File: src/rtl/mem_access_unit_pkg.sv
// mem_access_unit_pkg: MEM-stage state encoding and data-memory geometry, shared with hazard unit and memory model.
package mem_access_unit_pkg;
  typedef enum logic [1:0] {
    IDLE   = 2'd0,
    ACCESS = 2'd1,
    RESP   = 2'd2
  } state_t;
  localparam int DMEM_DEPTH = 128;
  localparam int DATA_W = 16;
  function automatic logic legal_req(input logic ld, input logic st, input logic [15:0] addr, input int depth);
    return (ld ^ st) && ({1'b0, addr} < 17'(depth));
  endfunction
endpackage

File: src/rtl/mem_access_unit_if.sv
// mem_access_unit_if: request, response and data-memory bus of the MEM-stage access unit.
interface mem_access_unit_if #(
  parameter int RD_W = 3
) ();
  logic            req_valid;
  logic            req_ready;
  logic            req_load;
  logic            req_store;
  logic [15:0]     req_addr;
  logic [15:0]     req_wdata;
  logic [RD_W-1:0] req_rd;
  logic            resp_valid;
  logic [15:0]     resp_data;
  logic [RD_W-1:0] resp_rd;
  logic            resp_fault;
  logic            stall;
  logic [15:0]     mem_addr;
  logic [15:0]     mem_wdata;
  logic            mem_write;
  logic            mem_load;
  logic [15:0]     mem_rdata;
  modport master (
    input  req_valid, req_load, req_store, req_addr, req_wdata, req_rd, mem_rdata,
    output req_ready, resp_valid, resp_data, resp_rd, resp_fault, stall,
           mem_addr, mem_wdata, mem_write, mem_load
  );
  modport slave (
    output req_valid, req_load, req_store, req_addr, req_wdata, req_rd, mem_rdata,
    input  req_ready, resp_valid, resp_data, resp_rd, resp_fault, stall,
           mem_addr, mem_wdata, mem_write, mem_load
  );
endinterface

File: src/rtl/mem_access_unit.sv
// mem_access_unit: MEM-stage initiator holding memory strobes for WAIT_CYCLES+1 cycles, then a one-cycle response.
module mem_access_unit
  import mem_access_unit_pkg::*;
#(
  parameter int DEPTH       = DMEM_DEPTH,
  parameter int WAIT_CYCLES = 0,
  parameter int RD_W        = 3
) (
  input logic clk,
  input logic rst_n,
  mem_access_unit_if.master bus
);
  localparam logic [3:0] WAIT_INIT = 4'(WAIT_CYCLES);
  state_t          state_q, state_d;
  logic            is_load_q, is_load_d;
  logic            fault_q, fault_d;
  logic [3:0]      cnt_q, cnt_d;
  logic [15:0]     addr_q, addr_d;
  logic [15:0]     wdata_q, wdata_d;
  logic [15:0]     data_q, data_d;
  logic [RD_W-1:0] rd_q, rd_d;
  logic            legal;
  logic            idle, in_access, in_resp;
  assign legal = legal_req(bus.req_load, bus.req_store, bus.req_addr, DEPTH);
  always_comb begin
    state_d   = state_q;
    is_load_d = is_load_q;
    fault_d   = fault_q;
    cnt_d     = cnt_q;
    addr_d    = addr_q;
    wdata_d   = wdata_q;
    data_d    = data_q;
    rd_d      = rd_q;
    unique case (state_q)
      IDLE: if (bus.req_valid) begin
        state_d   = legal ? ACCESS : RESP;
        is_load_d = bus.req_load;
        fault_d   = !legal;
        cnt_d     = WAIT_INIT;
        addr_d    = bus.req_addr;
        wdata_d   = bus.req_wdata;
        rd_d      = bus.req_rd;
        data_d    = '0;
      end
      ACCESS: if (cnt_q == 4'd0) begin
        state_d = RESP;
        data_d  = is_load_q ? bus.mem_rdata : '0;
      end else begin
        cnt_d = cnt_q - 4'd1;
      end
      RESP:    state_d = IDLE;
      default: state_d = IDLE;
    endcase
  end
  always_ff @(posedge clk or negedge rst_n) begin
    if (!rst_n) begin
      state_q   <= IDLE;
      is_load_q <= 1'b0;
      fault_q   <= 1'b0;
      cnt_q     <= '0;
      addr_q    <= '0;
      wdata_q   <= '0;
      data_q    <= '0;
      rd_q      <= '0;
    end else begin
      state_q   <= state_d;
      is_load_q <= is_load_d;
      fault_q   <= fault_d;
      cnt_q     <= cnt_d;
      addr_q    <= addr_d;
      wdata_q   <= wdata_d;
      data_q    <= data_d;
      rd_q      <= rd_d;
    end
  end
  assign idle      = state_q == IDLE;
  assign in_access = state_q == ACCESS;
  assign in_resp   = state_q == RESP;
  // Outputs decode straight from flops, so reset clears strobes and resp_valid asynchronously.
  assign bus.req_ready  = idle;
  assign bus.stall      = !idle || bus.req_valid;
  assign bus.mem_addr   = in_access ? addr_q : '0;
  assign bus.mem_wdata  = in_access ? wdata_q : '0;
  assign bus.mem_load   = in_access && is_load_q;
  assign bus.mem_write  = in_access && !is_load_q;
  assign bus.resp_valid = in_resp;
  assign bus.resp_data  = in_resp ? data_q : '0;
  assign bus.resp_rd    = in_resp ? rd_q : '0;
  assign bus.resp_fault = in_resp && fault_q;
endmodule

File: src/flat_wrapper.sv
// flat-port wrapper written by rule: the top's interface ports become plain ports
module mem_access_unit_flat import mem_access_unit_pkg::*;
#(
  parameter int DEPTH       = DMEM_DEPTH,
  parameter int WAIT_CYCLES = 0,
  parameter int RD_W        = 3
)
  (clk, rst_n, bus_req_valid, bus_req_load, bus_req_store, bus_req_addr, bus_req_wdata, bus_req_rd, bus_mem_rdata, bus_req_ready, bus_resp_valid, bus_resp_data, bus_resp_rd, bus_resp_fault, bus_stall, bus_mem_addr, bus_mem_wdata, bus_mem_write, bus_mem_load);
  mem_access_unit_if #(.RD_W(RD_W)) bus_i ();
  input logic clk;
  input logic rst_n;
  input wire logic [$bits(bus_i.req_valid)-1:0] bus_req_valid;
  input wire logic [$bits(bus_i.req_load)-1:0] bus_req_load;
  input wire logic [$bits(bus_i.req_store)-1:0] bus_req_store;
  input wire logic [$bits(bus_i.req_addr)-1:0] bus_req_addr;
  input wire logic [$bits(bus_i.req_wdata)-1:0] bus_req_wdata;
  input wire logic [$bits(bus_i.req_rd)-1:0] bus_req_rd;
  input wire logic [$bits(bus_i.mem_rdata)-1:0] bus_mem_rdata;
  output wire logic [$bits(bus_i.req_ready)-1:0] bus_req_ready;
  output wire logic [$bits(bus_i.resp_valid)-1:0] bus_resp_valid;
  output wire logic [$bits(bus_i.resp_data)-1:0] bus_resp_data;
  output wire logic [$bits(bus_i.resp_rd)-1:0] bus_resp_rd;
  output wire logic [$bits(bus_i.resp_fault)-1:0] bus_resp_fault;
  output wire logic [$bits(bus_i.stall)-1:0] bus_stall;
  output wire logic [$bits(bus_i.mem_addr)-1:0] bus_mem_addr;
  output wire logic [$bits(bus_i.mem_wdata)-1:0] bus_mem_wdata;
  output wire logic [$bits(bus_i.mem_write)-1:0] bus_mem_write;
  output wire logic [$bits(bus_i.mem_load)-1:0] bus_mem_load;
  assign bus_i.req_valid = bus_req_valid;
  assign bus_i.req_load = bus_req_load;
  assign bus_i.req_store = bus_req_store;
  assign bus_i.req_addr = bus_req_addr;
  assign bus_i.req_wdata = bus_req_wdata;
  assign bus_i.req_rd = bus_req_rd;
  assign bus_i.mem_rdata = bus_mem_rdata;
  assign bus_req_ready = bus_i.req_ready;
  assign bus_resp_valid = bus_i.resp_valid;
  assign bus_resp_data = bus_i.resp_data;
  assign bus_resp_rd = bus_i.resp_rd;
  assign bus_resp_fault = bus_i.resp_fault;
  assign bus_stall = bus_i.stall;
  assign bus_mem_addr = bus_i.mem_addr;
  assign bus_mem_wdata = bus_i.mem_wdata;
  assign bus_mem_write = bus_i.mem_write;
  assign bus_mem_load = bus_i.mem_load;
  mem_access_unit #(.DEPTH(DEPTH), .WAIT_CYCLES(WAIT_CYCLES), .RD_W(RD_W)) u_core (.clk(clk), .rst_n(rst_n), .bus(bus_i));
endmodule
File: config.mk
export PLATFORM = sky130hd
export DESIGN_NAME = mem_access_unit_flat
export DESIGN_NICKNAME = d
export VERILOG_FILES = /design/src/rtl/mem_access_unit_pkg.sv /design/src/rtl/mem_access_unit_if.sv /design/src/rtl/mem_access_unit.sv /design/src/flat_wrapper.sv
export SDC_FILE = /design/constraint.sdc
export NUM_CORES = 1
export LEC_CHECK = 0
export CAP_MARGIN = 25
export CELL_PAD_IN_SITES_DETAIL_PLACEMENT = 1
export CELL_PAD_IN_SITES_GLOBAL_PLACEMENT = 1
export CORE_MARGIN = 3
export CORE_UTILIZATION = 30
export DETAILED_ROUTE_END_ITERATION = 16
export PLACE_DENSITY = 0.88
export SLEW_MARGIN = 10
export SYNTH_ARGS = -nofsm -noshare
export SYNTH_HDL_FRONTEND = slang
export SYNTH_SLANG_ARGS = --single-unit
File: constraint.sdc
create_clock -name clk -period 2.2 [get_ports clk]
set_clock_uncertainty 0.1 [all_clocks]
set_input_delay 0.22 -clock clk [delete_from_list [all_inputs] [get_ports clk]]
set_output_delay 0.22 -clock clk [all_outputs]
set_load 0.1 [all_outputs]
==> summary.md, run 1 <==
| Metric | Value |
|---|---|
| Status | complete, no violations |
| Adder-Cell Fraction of Synth Area | 0.009285 |
| Worst slew pin tran | 0.6871 ns |
| Vias per cell | 4.747 |
| Hold path cells | 3 |
| Core Region | 8464 um^2 |
| 1st-iter DRT viols | 64 |
| Root buf cell | clkbuf_8 |
| Power Density | 549.4 nW/um^2 |
| DR pass1 iterations | 4 |
| Mapped Nets | 350 |
| CP Buf/Inv Count | 1 |
| Detailed placement HPWL | 6.096 mm |
| Post-CTS setup buffers | 0 |
| Die X-Extent | 100.8 um |
| Logic pwr share | 0.152 |
| Nature of the critical path endpoint | output pin |
| Max-cap violation count | 0 |
| R2R cell count | 5 |
| Die area | 10,160 um^2 |
| First-pass GRT wire length | 13.14 mm |
| Largest net degree at the start of global routing | 41 |
| Antenna fix cells | 0 |
| Leading cell type in the layout, fill and taps excluded | nand2_1 |
| RSZ-0062 raised after global routing | yes |
| IO buf count | 112 |
| Mux share of post-synthesis cell area | 0 |
| Critical path class | flop to output pin |
| Global-route usage over all layers | 0.1667 |
| Worst path max stage delay | 0.52 ns |
| H-tree lvl count | 3 |
| Mapped Cells | 292 |
| Reg clk slew, reported paths | 0.06 ns |
| Placed cell count | 497 |
| Crit path depth | 3 |
| Sw power | 0.6918 mW |
| Flop pwr share | 0.471 |
| Worst-Skew Late Latency | 0.33 ns |
| Area grow syn2layout | 75.02% |
| Vias | 2,440 |
| Post-Syn Area per Cell | 9.230 um^2 |
| Fraction of registers with async set/reset | 1.000 |
| Antenna violations before repair | 0 |
| CTS tree | built |
| CTS Sinks | 59 |
| Share of layout cells above drive strength 1 | 0.2298 |
| Switching Fraction | 0.2670 |
| Arrival @ worst endpoint | 1.77 ns |
| Pint | 1.900 mW |
| WP data required | 1.88 ns |
| Fmax | 477.8 MHz |
| Mapped Area | 2695 um^2 |
| Nets | 462 |
| Tmin final | 2.093 ns |
| Residual DRC | 0 |
| Synth cell types | 33 |
| Initial Util | 0.3184 |
| Clk pwr share | 0.377 |
| Synth top area cells | dfrtp_1 (55%), nand2_1 (15%), and2_1 (12%) |
| Fin util | 0.5573 |
| Grt total ovfl | 0 |
| Synth Area in Compound Gates | 0.08032 |
| Per-cell routed wire length | 15.96 um |
| #FFs+latches synth | 59 |
| Register area share after synthesis | 0.5478 |
| Routed wire length | 8.205 mm |
| Critical Path, Cell by Cell | and2b_4 -> and2_1 -> buf_12 |
| Ports | 113 |
| Cell taking the most area after synthesis | dfrtp_1 |
| CP max-delay cell | and2b_4 |
| Commonest cells after routing, fill and taps aside | nand2_1 (109), dfrtp_1 (59), buf_12 (58) |
| Combinational family with the most area after synthesis | simple AND/OR/NAND/NOR gates |
| Num CTS Buffers | 9 |
| Worst-path fanout max | 36 |
| Min-delay worst type | input pin to flop |
| Rows | 33 |
| Worst IR Drop VDD | 0.0002373 V |
| Final ANT Viol Nets | 0 |
| Max-slew headroom | 0.5416 |
| Post-synth EDFFs | 0 |
| CP delay by family, top | simple AND/OR/NAND/NOR gates |
| Yosys warning count | 0 |
| Simple-gate share of the synthesized area | 0.3287 |
| Startpoint Class | flop |
| Die Y | 100.8 um |
| Final setup fails | 0 |
| Post-synth top flop | dfrtp_1 |
| Leak | 2.208 nW |
| Non-Filler Instances | 514 |
| Post-Synth XOR/XNOR Area | 0.003250 |
| Vias in the first global route | 2,575 |
| Final hold violation count | 0 |
| Clk buf depth | 2 |
| Post-synth top area share | 0.5478 |
| GP Congestion | 0.7612 |
| Crit share post-route | 0.9514 |
| Max-slew violations | 0 |
[cells in the mapped netlist, types with 2 or more instances]
| library cell | number |
|---|---|
| dfrtp_1 | 59 |
| a21oi_1 | 2 |
| o21ai_0 | 2 |
| clkbuf_1 | 13 |
| a22o_1 | 16 |
| nor3_1 | 2 |
| and2_1 | 53 |
| ha_1 | 2 |
| buf_2 | 3 |
| nor2b_1 | 2 |
| or3_1 | 2 |
| o211ai_1 | 2 |
| inv_1 | 3 |
| nor2_1 | 4 |
| nand2_1 | 109 |
[cell type report]
type	instances	area, um^2
sequential	59	1476
clock inverter	5	52.55
clock buffer	11	141.4
timing repair buffer	118	1747
fill	912	3747
multi-input combinational	213	1157
tap	105	131.4
inverter	3	11.26
[cells by family (layout without fill, tap and decap cells)]
| logic type | count (synthesis) | in the layout |
|---|---|---|
| flops | 59 | 59 |
| compound gates | 27 | 27 |
| fa+ha+maj | 2 | 2 |
| buf+inv | 20 | 137 |
| xor+xnor | 1 | 1 |
| simple gates | 183 | 183 |
[worst min-delay path, stage by stage]
cell,delay [ns]
clkdlybuf4s50_1,0.39
nand2_1,0.05
nand2_1,0.04
[layer usage]
layer,GRT usage,vias to the layer above,part of all wire
met5,0,-,0
met4,0.04767,0,0.011
met3,0.06021,10,0.070
met2,0.2795,81,0.51
met1,0.2010,1196,0.41
li1,-,1153,-
[what timing repair did]
item	in CTS	in global routing
hold endpoints to repair	23	0
resized for setup	0	1
setup endpoints to repair	0	4
hold buffers	1	0
[path summary, 6_finish.rpt]
path / from / end / slack (ns)
min reg2reg: u_core.wdata_q[10] / u_core.wdata_q[10] / 0.36
max: u_core.state_q[1] / bus_mem_wdata[1] / 0.11
max in group asynchronous: rst_n / u_core.wdata_q[11] / 1.08
min: bus_req_addr[1] / u_core.addr_q[1] / 0.31
min in group asynchronous: rst_n / u_core.addr_q[0] / 0.32
max reg2reg: u_core.cnt_q[0] / u_core.data_q[3] / 0.32
[metrics by stage]
stage	cell area [um^2]	setup TNS, ns	worst slack [ns]	hold WS (ns)	power (mW)
3_3_place_gp	4511	0	0.3886	0.1455	1.618
5_1_grt	4717	-0.02925	-0.009909	0.3084	2.718
2_1_floorplan	2710	0	0.1739	-0.1756	1.415
6_report	4717	0	0.1069	0.3097	2.591
3_5_place_dp	4511	0	0.3072	0.1431	1.640
4_1_cts	4715	0	0.07403	0.2985	2.635
[power by group through the flow]
stage                     clock, mW  combinational (mW)  sequential (mW)
after floorplan                   0               0.192             1.22
after global placement            0               0.383             1.23
after detailed placement          0               0.399             1.24
after CTS                      1.01               0.402             1.22
after global routing           1.05               0.433             1.23
final                         0.976               0.394             1.22
[state kept, by name (all words and copies together), names as in the netlist]
register	count
u_core.addr_q	16
u_core.data_q	16
u_core.wdata_q	16
u_core.cnt_q	4
u_core.rd_q	3
u_core.state_q	2
u_core.fault_q	1
u_core.is_load_q	1
Power figures use the tool's default switching activity.
==> inputs of run 2 (changes only) <==
Settings changed: CTS_BUF_LIST set to sky130_fd_sc_hd__clkbuf_16.
==> summary.md, run 2 (synthesized netlist as in run 1, its figures left out) <==
| Metric | Value |
|---|---|
| Status | complete, no violations |
| Detailed placement HPWL | 6.096 mm |
| Post-CTS sizing | 0 |
| Final ANT Viol Nets | 0 |
| Post-CTS setup buffers | 0 |
| Setup TNS | 0 ns |
| GP Congestion | 0.7612 |
| Worst IR Drop VDD | 0.0004245 V |
| Vias | 2,445 |
| CTS Sinks | 59 |
| Residual DRC | 0 |
| Rows | 33 |
| Vias per cell | 4.757 |
| Power Density | 615.7 nW/um^2 |
| WP data required | 1.88 ns |
| Global-route usage over all layers | 0.1704 |
| Core Region | 8464 um^2 |
| Per-cell routed wire length | 16.24 um |
| Antenna violations before repair | 0 |
| Root buf cell | clkbuf_16 |
| DR pass1 iterations | 4 |
| IO buf count | 112 |
| Die area | 10,160 um^2 |
| Worst-Skew Late Latency | 0.32 ns |
| Nets | 462 |
| Fmax | 479.6 MHz |
| Die X-Extent | 100.8 um |
| Crit share post-route | 0.9478 |
| Antenna fix cells | 0 |
| Final setup fails | 0 |
| Fin util | 0.5678 |
| Max-slew headroom | 0.5316 |
| Die Y | 100.8 um |
| Largest net degree at the start of global routing | 41 |
| Initial Util | 0.3184 |
| 1st-iter DRT viols | 61 |
| Ports | 113 |
| Final hold violation count | 0 |
| Worst slew pin tran | 0.7021 ns |
| CTS tree | built |
| First-pass GRT wire length | 13.35 mm |
| Share of layout cells above drive strength 1 | 0.2249 |
| Routed wire length | 8.347 mm |
| Critical path class | flop to output pin |
| Area grow syn2layout | 78.32% |
| Worst-path fanout max | 36 |
| Commonest cells after routing, fill and taps aside | nand2_1 (109), dfrtp_1 (59), buf_12 (58) |
| Arrival @ worst endpoint | 1.77 ns |
| Clk buf depth | 2 |
| Max-slew violations | 0 |
| Startpoint Class | flop |
| Max-cap violation count | 0 |
| Grt total ovfl | 0 |
| Tmin final | 2.085 ns |
| Nature of the critical path endpoint | output pin |
| H-tree lvl count | 3 |
| RSZ-0062 raised after global routing | no |
| Leak | 2.252 nW |
| Reg clk slew, reported paths | 0.05 ns |
| Min-delay worst type | input pin to flop |
| Largest regs | u_core.addr_q (16), u_core.data_q (16), u_core.wdata_q (16) |
| Leading cell type in the layout, fill and taps excluded | nand2_1 |
| Vias in the first global route | 2,545 |
| Num CTS Buffers | 9 |
==> run 2: layer usage <==
| layer | routed length (um) | GRT usage |
|---|---|---|
| met5 | 0 | 0 |
| met1 | 3449 | 0.2070 |
| met2 | 4291 | 0.2916 |
| met3 | 550 | 0.05467 |
| met4 | 55 | 0.04352 |
==> run 2: area by class of cell <==
| cell class | instances | area, um^2 |
|---|---|---|
| Clock buffer | 9 | 225.2 |
| Clock inverter | 7 | 60.06 |
| Fill cell | 895 | 3659 |
| Inverter | 3 | 11.26 |
| Multi-Input combinational cell | 213 | 1155 |
| Sequential cell | 59 | 1476 |
| Tap cell | 105 | 131.4 |
| Timing Repair Buffer | 118 | 1747 |
==> run 2: final timing paths <==
kind	end	cells past startpoint	slack (ns)	start
worst max-delay path	bus_mem_wdata[3]	3	0.11	u_core.state_q[1]
worst max register to register	u_core.data_q[3]	5	0.30	u_core.cnt_q[0]
min in group asynchronous	u_core.addr_q[0]	2	0.34	rst_n
worst min-delay path	u_core.addr_q[1]	3	0.33	bus_req_addr[1]
max in group asynchronous	u_core.wdata_q[14]	3	1.06	rst_n
worst min register to register	u_core.wdata_q[10]	2	0.36	u_core.wdata_q[10]
==> run 2: worst max-delay path, cell delays in order, from the launching register on <==
cell and delay [ns]:
dfrtp_1 0.46, and2b_4 0.51, and2_1 0.27, buf_12 0.19
==> run 2: per-stage QoR <==
stage | hold WS [ns] | power (mW) | cell area (um^2) | instances | worst slack, ns
3_3_place_gp | 0.1455 | 1.618 | 4511 | 497 | 0.3886
4_1_cts | 0.3271 | 2.997 | 4806 | 514 | 0.08313
6_report | 0.3264 | 2.959 | 4806 | 514 | 0.1148
2_1_floorplan | -0.1756 | 1.415 | 2710 | 292 | 0.1739
3_5_place_dp | 0.1431 | 1.640 | 4511 | 497 | 0.3072
5_1_grt | 0.3294 | 3.094 | 4806 | 514 | 0.007273
==> run 2: where the power goes <==
group / switching [mW] / total [mW] / internal, mW / leakage (nW)
logic: 0.217 / 0.394 / 0.178 / 1.35
clock network: 0.481 / 1.34 / 0.861 / 0.144
registers: 0.0477 / 1.22 / 1.18 / 0.757
total: 0.745 / 2.96 / 2.21 / 2.25
==> run 2: timing repair <==
action	in CTS	in global routing
hold buffers	1	0
endpoints found under the hold margin	23	0
setup endpoints to repair	0	0
==> inputs of run 3 (changes only) <==
Settings changed: CELL_PAD_IN_SITES_GLOBAL_PLACEMENT 1 to 2, CORE_UTILIZATION 30 to 24, HOLD_SLACK_MARGIN set to 0.08, PLACE_DENSITY 0.88 to 0.89.
==> summary.md, run 3 (synthesized netlist as in run 1, its figures left out) <==
| Metric | Value |
|---|---|
| Status | complete, no violations |
| Leading cell type in the layout, fill and taps excluded | nand2_1 |
| Clk buf depth | 2 |
| Leak | 2.245 nW |
| Die Y | 112.0 um |
| GP Congestion | 0.7630 |
| Tmin final | 2.045 ns |
| First-pass GRT wire length | 13.36 mm |
| Vias in the first global route | 2,600 |
| Largest regs | u_core.addr_q (16), u_core.data_q (16), u_core.wdata_q (16) |
| Nets | 464 |
| Crit share post-route | 0.9293 |
| Max-slew headroom | 0.5469 |
| Uppermost layer routed | met4 |
| Root buf cell | clkbuf_16 |
| WP data required | 1.88 ns |
| Nature of the critical path endpoint | output pin |
| Final hold violation count | 0 |
| Final ANT Viol Nets | 0 |
| Arrival @ worst endpoint | 1.72 ns |
| Routed met2 length | 3.841 mm |
| Worst IR Drop VDD | 0.0003931 V |
| Global-route usage over all layers | 0.1312 |
| Flop pwr share | 0.430 |
| Reg-to-reg startpoint | u_core.cnt_q[0] |
| CTS tree | built |
| Largest net degree at the start of global routing | 44 |
| Metal1 wirelength | 3.465 mm |
| 1st-iter DRT viols | 73 |
| Reg clk slew, reported paths | 0.05 ns |
| Ports | 113 |
| Setup TNS | 0 ns |
| Residual DRC | 0 |
| DR pass1 iterations | 4 |
| Detailed placement HPWL | 5.829 mm |
| Logic pwr share | 0.140 |
| Antenna violations before repair | 0 |
| Startpoint Class | flop |
| Die area | 12,540 um^2 |
| IO buf count | 112 |
| Critical path class | flop to output pin |
| R2R cell count | 5 |
| Grt total ovfl | 0 |
| Commonest cells after routing, fill and taps aside | nand2_1 (109), dfrtp_1 (59), buf_12 (58) |
| Flop-to-flop setup slack | 0.36 ns |
| Worst slew pin tran | 0.6792 ns |
| Worst-path fanout max | 36 |
| Antenna fix cells | 0 |
| Placed cell areas | 4569 um^2 |
| Share of layout cells above drive strength 1 | 0.2263 |
| RR Endpoint | u_core.data_q[1] |
| Power Density | 586.1 nW/um^2 |
| Worst-Skew Late Latency | 0.32 ns |
| Fmax | 489.1 MHz |
| Pint | 2.100 mW |
| Die X-Extent | 112.0 um |
| H-tree lvl count | 3 |
| Max-cap violation count | 0 |
| Area grow syn2layout | 79.62% |
| Core Region | 10,890 um^2 |
| Num CTS Buffers | 9 |
| CTS Sinks | 59 |
| Max-slew violations | 0 |
| RSZ-0062 raised after global routing | no |
| Clk pwr share | 0.430 |
| Min-delay worst type | input pin to asynchronous set/reset pin |
| WL met3 | 548 um |
| Vias per cell | 4.370 |
| Per-cell routed wire length | 14.33 um |
| Final setup fails | 0 |
| Switching Fraction | 0.2597 |
| Final instance area | 4841 um^2 |
| Sw power | 0.7367 mW |
| Vias | 2,408 |
| Rows | 38 |
| Routed wire length | 7.894 mm |
| Initial Util | 0.2475 |
[run 3: cell types whose count changed in the layout (fill, tap and decap cells not counted)]
cell / delta
clkinv_1: +1
clkinv_2: -1
clkinvlp_4: +1
buf_4: +2
bufinv_16: -1
[run 3: how the worst max path moves through the flow]
stage	startpoint	end	slack, ns	cells after the start
after floorplan	u_core.state_q[0]	bus_req_ready	0.17	1
after global placement	bus_req_valid	u_core.cnt_q[1]	0.39	4
after detailed placement	bus_req_valid	u_core.cnt_q[1]	0.35	4
after CTS	u_core.state_q[1]	bus_mem_wdata[2]	0.11	3
after global routing	u_core.state_q[1]	bus_mem_addr[13]	0.02	3
final	u_core.state_q[1]	bus_mem_addr[13]	0.16	3
[run 3: metal layers]
metal	vias up	track usage
met4	0	0.02644
met3	4	0.04457
met5	-	0
met2	75	0.2182
met1	1171	0.1673
li1	1158	-
[run 3: cell type report]
cell class / instances / area [um^2]
clock buffers: 9 / 225.2
clock inverters: 7 / 36.28
fillers: 1200 / 6047
inverters: 3 / 11.26
multi-input cells: 213 / 1155
flip-flops and latches: 59 / 1476
well taps: 140 / 175.2
repair buffers: 120 / 1762
[run 3: stage by stage]
stage               total power, mW    util  setup slack [ns]  hold slack [ns]  cells
floorplan                     1.415       -            0.1739          -0.1756    292
global placement              1.627  0.4197            0.3920          0.06865    534
detailed placement            1.644  0.4197            0.3467          0.07256    534
CTS                           2.886  0.4446            0.1098           0.2851    551
global route                  2.997  0.4446           0.02295           0.3135    551
finish                        2.837  0.4446            0.1555           0.2767    551
[run 3: timing repair]
action / 4_1_cts / 5_1_grt
hold buffers: 1 / 0
resized for setup: 0 / 0
buffers inserted: 0 / 0
hold endpoints to repair: 16 / 0
[run 3: worst max-delay path, stage by stage, from the launching register on]
cell and delay, ns:
dfrtp_1 0.44, and2b_4 0.51, and2_1 0.25, buf_12 0.19
[run 3: power groups by stage]
stage / combinational [mW] / sequential (mW) / clock [mW]
2_1_floorplan: 0.192 / 1.22 / 0
3_3_place_gp: 0.395 / 1.23 / 0
3_5_place_dp: 0.405 / 1.24 / 0
4_1_cts: 0.408 / 1.22 / 1.26
5_1_grt: 0.439 / 1.23 / 1.33
6_report: 0.397 / 1.22 / 1.22
